[src/rtl/ps2_host_tx.sv]
// ps2_host_tx -- PS/2 host-to-device command transmitter.
//
// Sends one byte to the device using the request-to-send sequence: inhibit
// the clock, issue the start bit, shift 8 data bits LSB-first, then odd
// parity and stop. The bits change on filtered falling edges of the
// device-generated PS2Clk. After the stop bit the device ACK is sampled.
// The pins are open-drain and shared with the receive path. An *_oe output
// of 1 pulls the line low.
//
// Ports:
//   clk, rst_n     system clock; asynchronous active-low reset
//   tx_data        command byte, captured when tx_valid && tx_ready
//   tx_valid       transfer request
//   tx_ready       idle and able to accept a byte
//   tx_busy        transfer in progress; the receive path ignores the lines
//   tx_done        1-cycle pulse: byte sent and ACK received
//   tx_err         1-cycle pulse: no ACK, or the transfer timed out
//   ps2_clk_in     PS2Clk pin level (asynchronous)
//   ps2_data_in    PS2Data pin level (asynchronous)
//   ps2_clk_oe     1 = pull PS2Clk low
//   ps2_data_oe    1 = pull PS2Data low

// Pin conditioner: 2-flop synchroniser, then a level that only follows the
// synchronised pin after FILTER_LEN consecutive samples disagree with it.
module ps2_host_tx_filter #(
    parameter int unsigned FILTER_LEN = 8
) (
    input  logic clk,
    input  logic rst_n,
    input  logic pin,
    output logic level
);
    localparam int unsigned CW = $clog2(FILTER_LEN + 1);

    logic [1:0]    sync;
    logic [CW-1:0] cnt;

    always_ff @(posedge clk or negedge rst_n) begin
        if (!rst_n) begin
            sync  <= 2'b11;
            cnt   <= '0;
            level <= 1'b1;
        end else begin
            sync <= {sync[0], pin};
            if (sync[1] == level) begin
                cnt <= '0;
            end else if (cnt == CW'(FILTER_LEN - 1)) begin
                level <= sync[1];
                cnt   <= '0;
            end else begin
                cnt <= cnt + CW'(1);
            end
        end
    end
endmodule

module ps2_host_tx #(
    parameter int unsigned INHIBIT_CYCLES = 12000,
    parameter int unsigned TIMEOUT_CYCLES = 1500000,
    parameter int unsigned FILTER_LEN     = 8
) (
    input  logic       clk,
    input  logic       rst_n,
    input  logic [7:0] tx_data,
    input  logic       tx_valid,
    output logic       tx_ready,
    output logic       tx_busy,
    output logic       tx_done,
    output logic       tx_err,
    input  logic       ps2_clk_in,
    input  logic       ps2_data_in,
    output logic       ps2_clk_oe,
    output logic       ps2_data_oe
);
    localparam int unsigned IW = $clog2(INHIBIT_CYCLES + 1);
    localparam logic [20:0] TO_LAST = 21'(TIMEOUT_CYCLES - 1);

    typedef enum logic [2:0] {
        S_IDLE,
        S_INHIBIT,
        S_START,
        S_SHIFT,
        S_ACK,
        S_WAIT_IDLE
    } state_t;

    state_t        state;
    logic [IW-1:0] inh_cnt;
    logic [20:0]   to_cnt;
    logic [3:0]    bit_idx;
    logic [7:0]    data_q;
    logic          parity_q;
    logic          clk_f;
    logic          data_f;
    logic          clk_f_d;
    logic          fall;

    ps2_host_tx_filter #(.FILTER_LEN(FILTER_LEN)) u_clk_filter (
        .clk   (clk),
        .rst_n (rst_n),
        .pin   (ps2_clk_in),
        .level (clk_f)
    );

    ps2_host_tx_filter #(.FILTER_LEN(FILTER_LEN)) u_data_filter (
        .clk   (clk),
        .rst_n (rst_n),
        .pin   (ps2_data_in),
        .level (data_f)
    );

    assign fall = clk_f_d & ~clk_f;

    always_ff @(posedge clk or negedge rst_n) begin
        if (!rst_n) begin
            state       <= S_IDLE;
            tx_ready    <= 1'b1;
            tx_busy     <= 1'b0;
            tx_done     <= 1'b0;
            tx_err      <= 1'b0;
            ps2_clk_oe  <= 1'b0;
            ps2_data_oe <= 1'b0;
            inh_cnt     <= '0;
            to_cnt      <= '0;
            bit_idx     <= '0;
            data_q      <= '0;
            parity_q    <= 1'b0;
            clk_f_d     <= 1'b1;
        end else begin
            tx_done <= 1'b0;
            tx_err  <= 1'b0;
            clk_f_d <= clk_f;

            case (state)
                S_IDLE: begin
                    ps2_clk_oe  <= 1'b0;
                    ps2_data_oe <= 1'b0;
                    // Ready comes back one cycle after the done/err pulse.
                    if (!tx_ready) begin
                        tx_ready <= 1'b1;
                        tx_busy  <= 1'b0;
                    end else if (tx_valid) begin
                        data_q      <= tx_data;
                        parity_q    <= ~^tx_data;
                        tx_ready    <= 1'b0;
                        tx_busy     <= 1'b1;
                        inh_cnt     <= '0;
                        ps2_clk_oe  <= 1'b1;
                        ps2_data_oe <= (INHIBIT_CYCLES == 1);
                        state       <= S_INHIBIT;
                    end
                end

                S_INHIBIT: begin
                    if (inh_cnt == IW'(INHIBIT_CYCLES - 1)) begin
                        ps2_clk_oe  <= 1'b0;
                        ps2_data_oe <= 1'b1;
                        to_cnt      <= '0;
                        bit_idx     <= '0;
                        state       <= S_START;
                    end else begin
                        inh_cnt <= inh_cnt + IW'(1);
                        // Start bit is already low during the last inhibit cycle.
                        if (inh_cnt == IW'(INHIBIT_CYCLES - 2)) begin
                            ps2_data_oe <= 1'b1;
                        end
                    end
                end

                default: begin
                    // START/SHIFT/ACK/WAIT_IDLE share one timeout that runs from START entry.
                    if (to_cnt == TO_LAST) begin
                        tx_err      <= 1'b1;
                        ps2_clk_oe  <= 1'b0;
                        ps2_data_oe <= 1'b0;
                        state       <= S_IDLE;
                    end else begin
                        to_cnt <= to_cnt + 21'd1;
                        case (state)
                            S_START: begin
                                state <= S_SHIFT;
                            end
                            S_SHIFT: begin
                                if (fall) begin
                                    if (bit_idx < 4'd8) begin
                                        ps2_data_oe <= ~data_q[bit_idx[2:0]];
                                    end else if (bit_idx == 4'd8) begin
                                        ps2_data_oe <= ~parity_q;
                                    end else begin
                                        ps2_data_oe <= 1'b0;
                                        state       <= S_ACK;
                                    end
                                    bit_idx <= bit_idx + 4'd1;
                                end
                            end
                            S_ACK: begin
                                if (fall) begin
                                    if (!data_f) begin
                                        state <= S_WAIT_IDLE;
                                    end else begin
                                        tx_err <= 1'b1;
                                        state  <= S_IDLE;
                                    end
                                end
                            end
                            S_WAIT_IDLE: begin
                                if (clk_f && data_f) begin
                                    tx_done <= 1'b1;
                                    state   <= S_IDLE;
                                end
                            end
                            default: begin
                                state <= S_IDLE;
                            end
                        endcase
                    end
                end
            endcase
        end
    end
endmodule

[config.mk]
export PLATFORM = sky130hd
export DESIGN_NAME = ps2_host_tx
export DESIGN_NICKNAME = d
export VERILOG_FILES = /design/src/rtl/ps2_host_tx.sv
export SDC_FILE = /design/constraint.sdc
export NUM_CORES = 1
export LEC_CHECK = 0
export CORE_UTILIZATION = 50
export DETAILED_ROUTE_END_ITERATION = 10
export GPL_TIMING_DRIVEN = 0
export PLACE_DENSITY = 0.71
export SYNTH_ARGS = -nofsm -noshare
export SYNTH_HDL_FRONTEND = slang
export SYNTH_SLANG_ARGS = --single-unit
[constraint.sdc]
create_clock -name clk -period 1.98 [get_ports clk]
set_input_delay 0.297 -clock clk [delete_from_list [all_inputs] [get_ports clk]]
set_output_delay 0.297 -clock clk [all_outputs]
set_load 0.005 [all_outputs]
==> Yosys cells after proc, flatten, opt, wreduce, memory -nomap -nowiden <==
Cells that the tools add are included.
{ "totals": {"input_bits": 13, "regBits": 72, "wordCells": 134, "output_inout_bits": 6} }
{ "op_classes": {"reduce_logical": 20, "magnitude_cmp": 2, "eq_ne": 25, "mux": 56, "addsub": 5, "bitwise_logic": 7} }
{ "ops": {"columns": ["op", "count"], "rows": [
  ["$mux W14", 3],
  ["$mux W21", 2],
  ["$pmux W21 S2", 1],
  ["$mux W4", 8],
  ["$mux W3", 10],
  ["$eq A14 B14 Y1 const B", 2],
  ["$pmux W14 S2", 1],
  ["$mux W1", 25],
  ["$add A21 B1 Y21 const B", 1],
  ["$eq A21 B21 Y1 const B", 1],
  ["$ne A5 B5 Y1 const B", 4],
  ["$add A14 B1 Y14 const B", 1],
  ["$add A4 B1 Y4 const B", 3],
  ["$pmux W3 S4", 1],
  ["$ne A2 B2 Y1 const B", 5],
  ["$reduce_and A3 Y1", 3],
  ["$eq A4 B3 Y1 const B", 2],
  ["$pmux W4 S2", 1],
  ["$reduce_and A2 Y1", 4],
  ["$reduce_and A8 Y1", 1],
  ["$reduce_bool A4 Y1", 2],
  ["$reduce_xnor A8 Y1", 1],
  ["$eq A3 B2 Y1 const B", 2],
  ["$eq A3 B3 Y1 const B", 2],
  ["20 further kinds", 29]
]} }

==> Logic depth before layout (Yosys ltp) <==
{ "logic_depth": {"depth_word": 8, "depth_mapped": 7, "depth_no_buf": 7} }

==> Hierarchy <==
Synthesis repeated with hierarchy kept, for this count alone.
{ "unflattened": {"cells_unflattened": 368, "hier_area_um2": 3678.5} }
{ "modules_own_cells": {"columns": ["module", "area_per_inst_um2", "n_inst", "cells_per_inst", "seq_area_each_um2"], "rows": [
  ["ps2_host_tx", 3100.5, 1, 330, 1453.9],
  ["ps2_host_tx_filter", 289.0, 2, 19, 178.9]
]} }

==> Worst setup path after synthesis <==
No wires, ideal clock.
{ "synth_timing": {"kind": "register -> register", "start": "reg inh_cnt[4]", "end": "reg state[0]", "stages_incl_launch_ff": 8, "setup_ps": 101, "required_time_ps": 1879, "t_arrival_ps": 2070, "synth_period_minus_slack_ps": 2170, "n_path_buf": 2, "path_slack_ps": -190, "cell_sequence": "dfrtp_1 > buf_4 > or3b_1 > or4_4 > buf_6 > and2_4 > a211o_1 > o311ai_2"} }
{ "synth_via": {"elab_chain_len": 3} }
{ "synth_lines": {"columns": ["item", "line", "text"], "rows": [
  ["from (decl)", "88", "logic [IW-1:0] inh_cnt;"],
  ["from (signal assigned)", "162", "inh_cnt <= inh_cnt + IW'(1);"],
  ["$eq A14 B14 Y1", "155", "if (inh_cnt == IW'(INHIBIT_CYCLES - 1)) begin"],
  ["$ne A2 B2 Y1 (no line)", null, null],
  ["$reduce_and A8 Y1 (no line)", null, null],
  ["to (signal assigned)", "150", "state <= S_INHIBIT;"],
  ["to (signal assigned)", "160", "state <= S_START;"],
  ["to (signal assigned)", "176", "state <= S_IDLE;"],
  ["to (decl)", "87", "state_t state;"]
]} }
No other way between the ends.
A chain may end at the register's enable or synchronous reset.

==> Final worst setup path <==
{ "layout_timing": {"start": "reg inh_cnt[8]", "end": "reg state[0]"} }
Same word-level chain as after synthesis.

==> results.ini <==
[outcome]
outcome = finished with violations
violations = negative setup slack

[cells_and_area]
multi_input_area_mm2 = 0.001923
stdcell_count = 534
final_util_pct = 63.09
antenna_cells = 0
drive_gt1_share_pct = 22.53
area_delta_synth_final_pct = 22.74
num-fill-cells = 592
finalNetCount = 450
seq_area_mm2 = 0.001819

[floorplanning]
initial_core_util_pct = 51.40
coreArea_mm2 = 0.007214
die_y_um = 88.12
pin_count = 19
rows = 31
dieWidth_um = 88.12
fp.dieArea_mm2 = 0.007765

[logic_synthesis]
synth_edf_count = 0
synth-seq-cells = 72
synth_ff_type = dfrtp_1
yosys_warnings = 0
synth_area_mm2 = 0.003709
ys_async_sr_fraction_pct = 100.0
synth_cell_types = 53
synth_fp_nets = 405
synth_cells = 385
yosysSeqAreaShare_pct = 48.85
avgSynthCellArea_um2 = 9.633

[run]
cap_violations = 0

[pwr]
leakagePower_uw = 0.001943
internal-power_uw = 3082
power.total_uw = 4428
pwr-share-seq_pct = 46.3
ir_drop_mv = 0.7266
p_switching_uw = 1346
switching_share_pct = 30.41
pwr-share-comb_pct = 24.2
p_clk_share_pct = 29.5
power.density_mw_per_mm2 = 972.8

[timing]
tightest_slew_ps = 459.9
hold_viol = 0
setup_ws_ps = -62.67
fmaxAchievable_mhz = 489.6
min_period_over_period_pct = 103.2
rsz0062_at_grt = yes
slew_headroom_pct = 69.09
skew_ps = 10.16
fin_crit_ps = 2043
drv_slew = 0
finalSetupViolCount = 7
whs_ps = 347.2

[worst_hold_path]
holdPathStages = 1
hold-path-endpoint = u_clk_filter.sync[0]$_DFF_PN1_
hold_path_class = in -> reg
worstHoldStart = ps2_clk_in

[clocking]
clk_pin_slew_worst_paths_ps = 80
cts_max_level = 3
root_buffer = clkbuf_8
insertion_delay_ps = 350
clk_path_buf_depth = 2
clock-sinks = 72
numCtsBuffers = 9
cts_tree = done

[placed_design]
hpwl_um = 5272
portBuffers = 18
dp_cells = 503
gp_congestion = 0.8213

[global_routing]
grt_pass1_wl_um = 13260
first_global_vias = 2880
antenna_found_initial = 0
track_usage_pct = 22.53
gr-total-overflow = 0
grt_max_degree = 50

[setup_path]
reg2reg_from = inh_cnt[8]$_DFFE_PN0P_
crit_path_end_kind = flop
worstRegToRegCells = 5
cp.required_ps = 2230
path_class = reg -> reg
critPathArrivalTime_ps = 2300
crit_path_start_kind = flop
worstPathMaxFanout = 3
worstReg2RegEnd = state[0]$_DFFE_PN0P_
r2r_setup_slack_ps = -60

[routing]
drtIter0Drc = 166
wl_um = 8196
vias = 3033
via_per_inst = 5.680
drtPass1Iterations = 5
wire_per_inst_um = 15.35
ant_nets = 0
drt_drc_violations_left = 0

-- area by class of cell --
class	instances	area share [%]
Buffer	9	1.182
Inverter	10	0.8246
Clock buffer	11	3.106
Multi-Input combinational cell	287	42.25
Timing Repair Buffer	41	8.191
Clock inverter	5	1.759
Sequential cell	72	39.97
Tap cell	99	2.721
-- per-stage QoR --
| step | setup slack, ps | TNS, ps | area (µm²) |
|---|---|---|---|
| 2_1_floorplan | -101.6 | -713.6 | 3712 |
| 3_3_place_gp | -1909 | -142310 | 4016 |
| 3_5_place_dp | -542.0 | -12950 | 4041 |
| 4_1_cts | -58.38 | -170.2 | 4402 |
| 5_1_grt | -128.2 | -731.7 | 4552 |
| 6_report | -62.67 | -179.9 | 4552 |
-- power groups by stage --
stage          sequential, µW  combinational [µW]  clock, µW
6_report                 2050                1070       1310
4_1_cts                  2030                1060       1320
3_3_place_gp             2050                 883          0
3_5_place_dp             2060                 915          0
2_1_floorplan            2000                 648          0
5_1_grt                  2090                1210       1390
-- cell usage after synthesis (4+ instances only) --
cell type	instances	area, µm²
xnor2_1	15	131.4
nor3_1	12	60.06
ha_1	7	87.58
nand3_1	31	155.2
inv_1	10	37.54
xor2_1	10	87.58
dfstp_2	8	210.2
nand4_1	11	68.82
nor3b_1	4	30.03
clkbuf_1	13	48.80
dfrtp_1	64	1602
mux2i_1	5	50.05
and2_1	5	31.28
or4_1	11	82.58
nor2_1	32	120.1
nor2b_1	4	25.02
o21ai_0	7	35.03
nand2_1	50	187.7
o31ai_1	11	82.58
nand2b_1	4	25.02
and3_1	6	37.54
a21oi_1	19	95.09
-- layout by cell type, fill, tap and decap left out, types with 6 or more instances in the layout --
master	netlist	final
clkdlybuf4s50_1	0	17
or4_1	11	8
xnor2_1	15	15
inv_1	10	10
nand2_1	50	48
nor3_1	12	9
nor2_1	32	29
clkbuf_8	0	10
dfstp_2	8	8
dfrtp_1	64	58
o21ai_0	7	7
nand4_1	11	11
dfrtp_2	0	6
nand3_1	31	29
xor2_1	10	10
buf_4	1	23
a21oi_1	19	17
o31ai_1	11	11
-- timing repair --
| action | CTS | global route |
|---|---|---|
| gates resized for setup | 25 | 32 |
| pin swaps | 5 | 9 |
| buffers inserted | 12 | 9 |
| endpoints found under the hold margin | 21 | 0 |
| setup endpoints to repair | 52 | 40 |
| hold buffers | 1 | 0 |
-- worst max-delay path by stage --
stage | slack, ps | endpoint | startpoint
2_1_floorplan | -100 | state[1]$_DFFE_PN0P_ | inh_cnt[4]$_DFFE_PN0P_
3_3_place_gp | -1910 | data_q[7]$_DFFE_PN0P_ | rst_n
3_5_place_dp | -540 | to_cnt[9]$_DFFE_PN0P_ | state[1]$_DFFE_PN0P_
4_1_cts | -60 | state[0]$_DFFE_PN0P_ | inh_cnt[4]$_DFFE_PN0P_
5_1_grt | -130 | state[0]$_DFFE_PN0P_ | inh_cnt[8]$_DFFE_PN0P_
6_report | -60 | state[0]$_DFFE_PN0P_ | inh_cnt[8]$_DFFE_PN0P_
-- logic make-up (layout without fill, tap and decap cells) --
logic type / count (synthesis) / in the layout / synth area share, %
AOI/OAI and AO/OA: 56 / 56 / 10.22
xor gates and xnor gates: 25 / 25 / 5.904
adders and majority gates: 7 / 7 / 2.362
buffers and inverters: 26 / 76 / 2.969
DFF: 72 / 72 / 48.85
muxes: 9 / 9 / 3.171
and+or+nand+nor: 190 / 190 / 26.52
-- registers in the layout, summed over array words and instances, names as in the netlist, 2 cells and up --
name / cells
state: 3
u_clk_filter.sync: 2
inh_cnt: 14
u_clk_filter.cnt: 4
u_data_filter.cnt: 4
bit_idx: 4
to_cnt: 21
data_q: 8
u_data_filter.sync: 2
-- routing by layer --
layer | vias to the layer above | track usage, % | share of wire [%]
met3 | 13 | 6.786 | 4.1
met1 | 1475 | 28.48 | 46
met5 | - | 0 | 0
li1 | 1469 | - | -
met4 | 0 | 6.891 | 1.6
met2 | 76 | 37.35 | 49
-- critical path, stage by stage, from the launching register on --
cell and delay [ps]:
dfrtp_1 400, or3b_4 410, or4_4 430, and2_4 180, a211o_1 270, o311ai_2 260
Note: power is estimated with default switching activity, not from simulation.
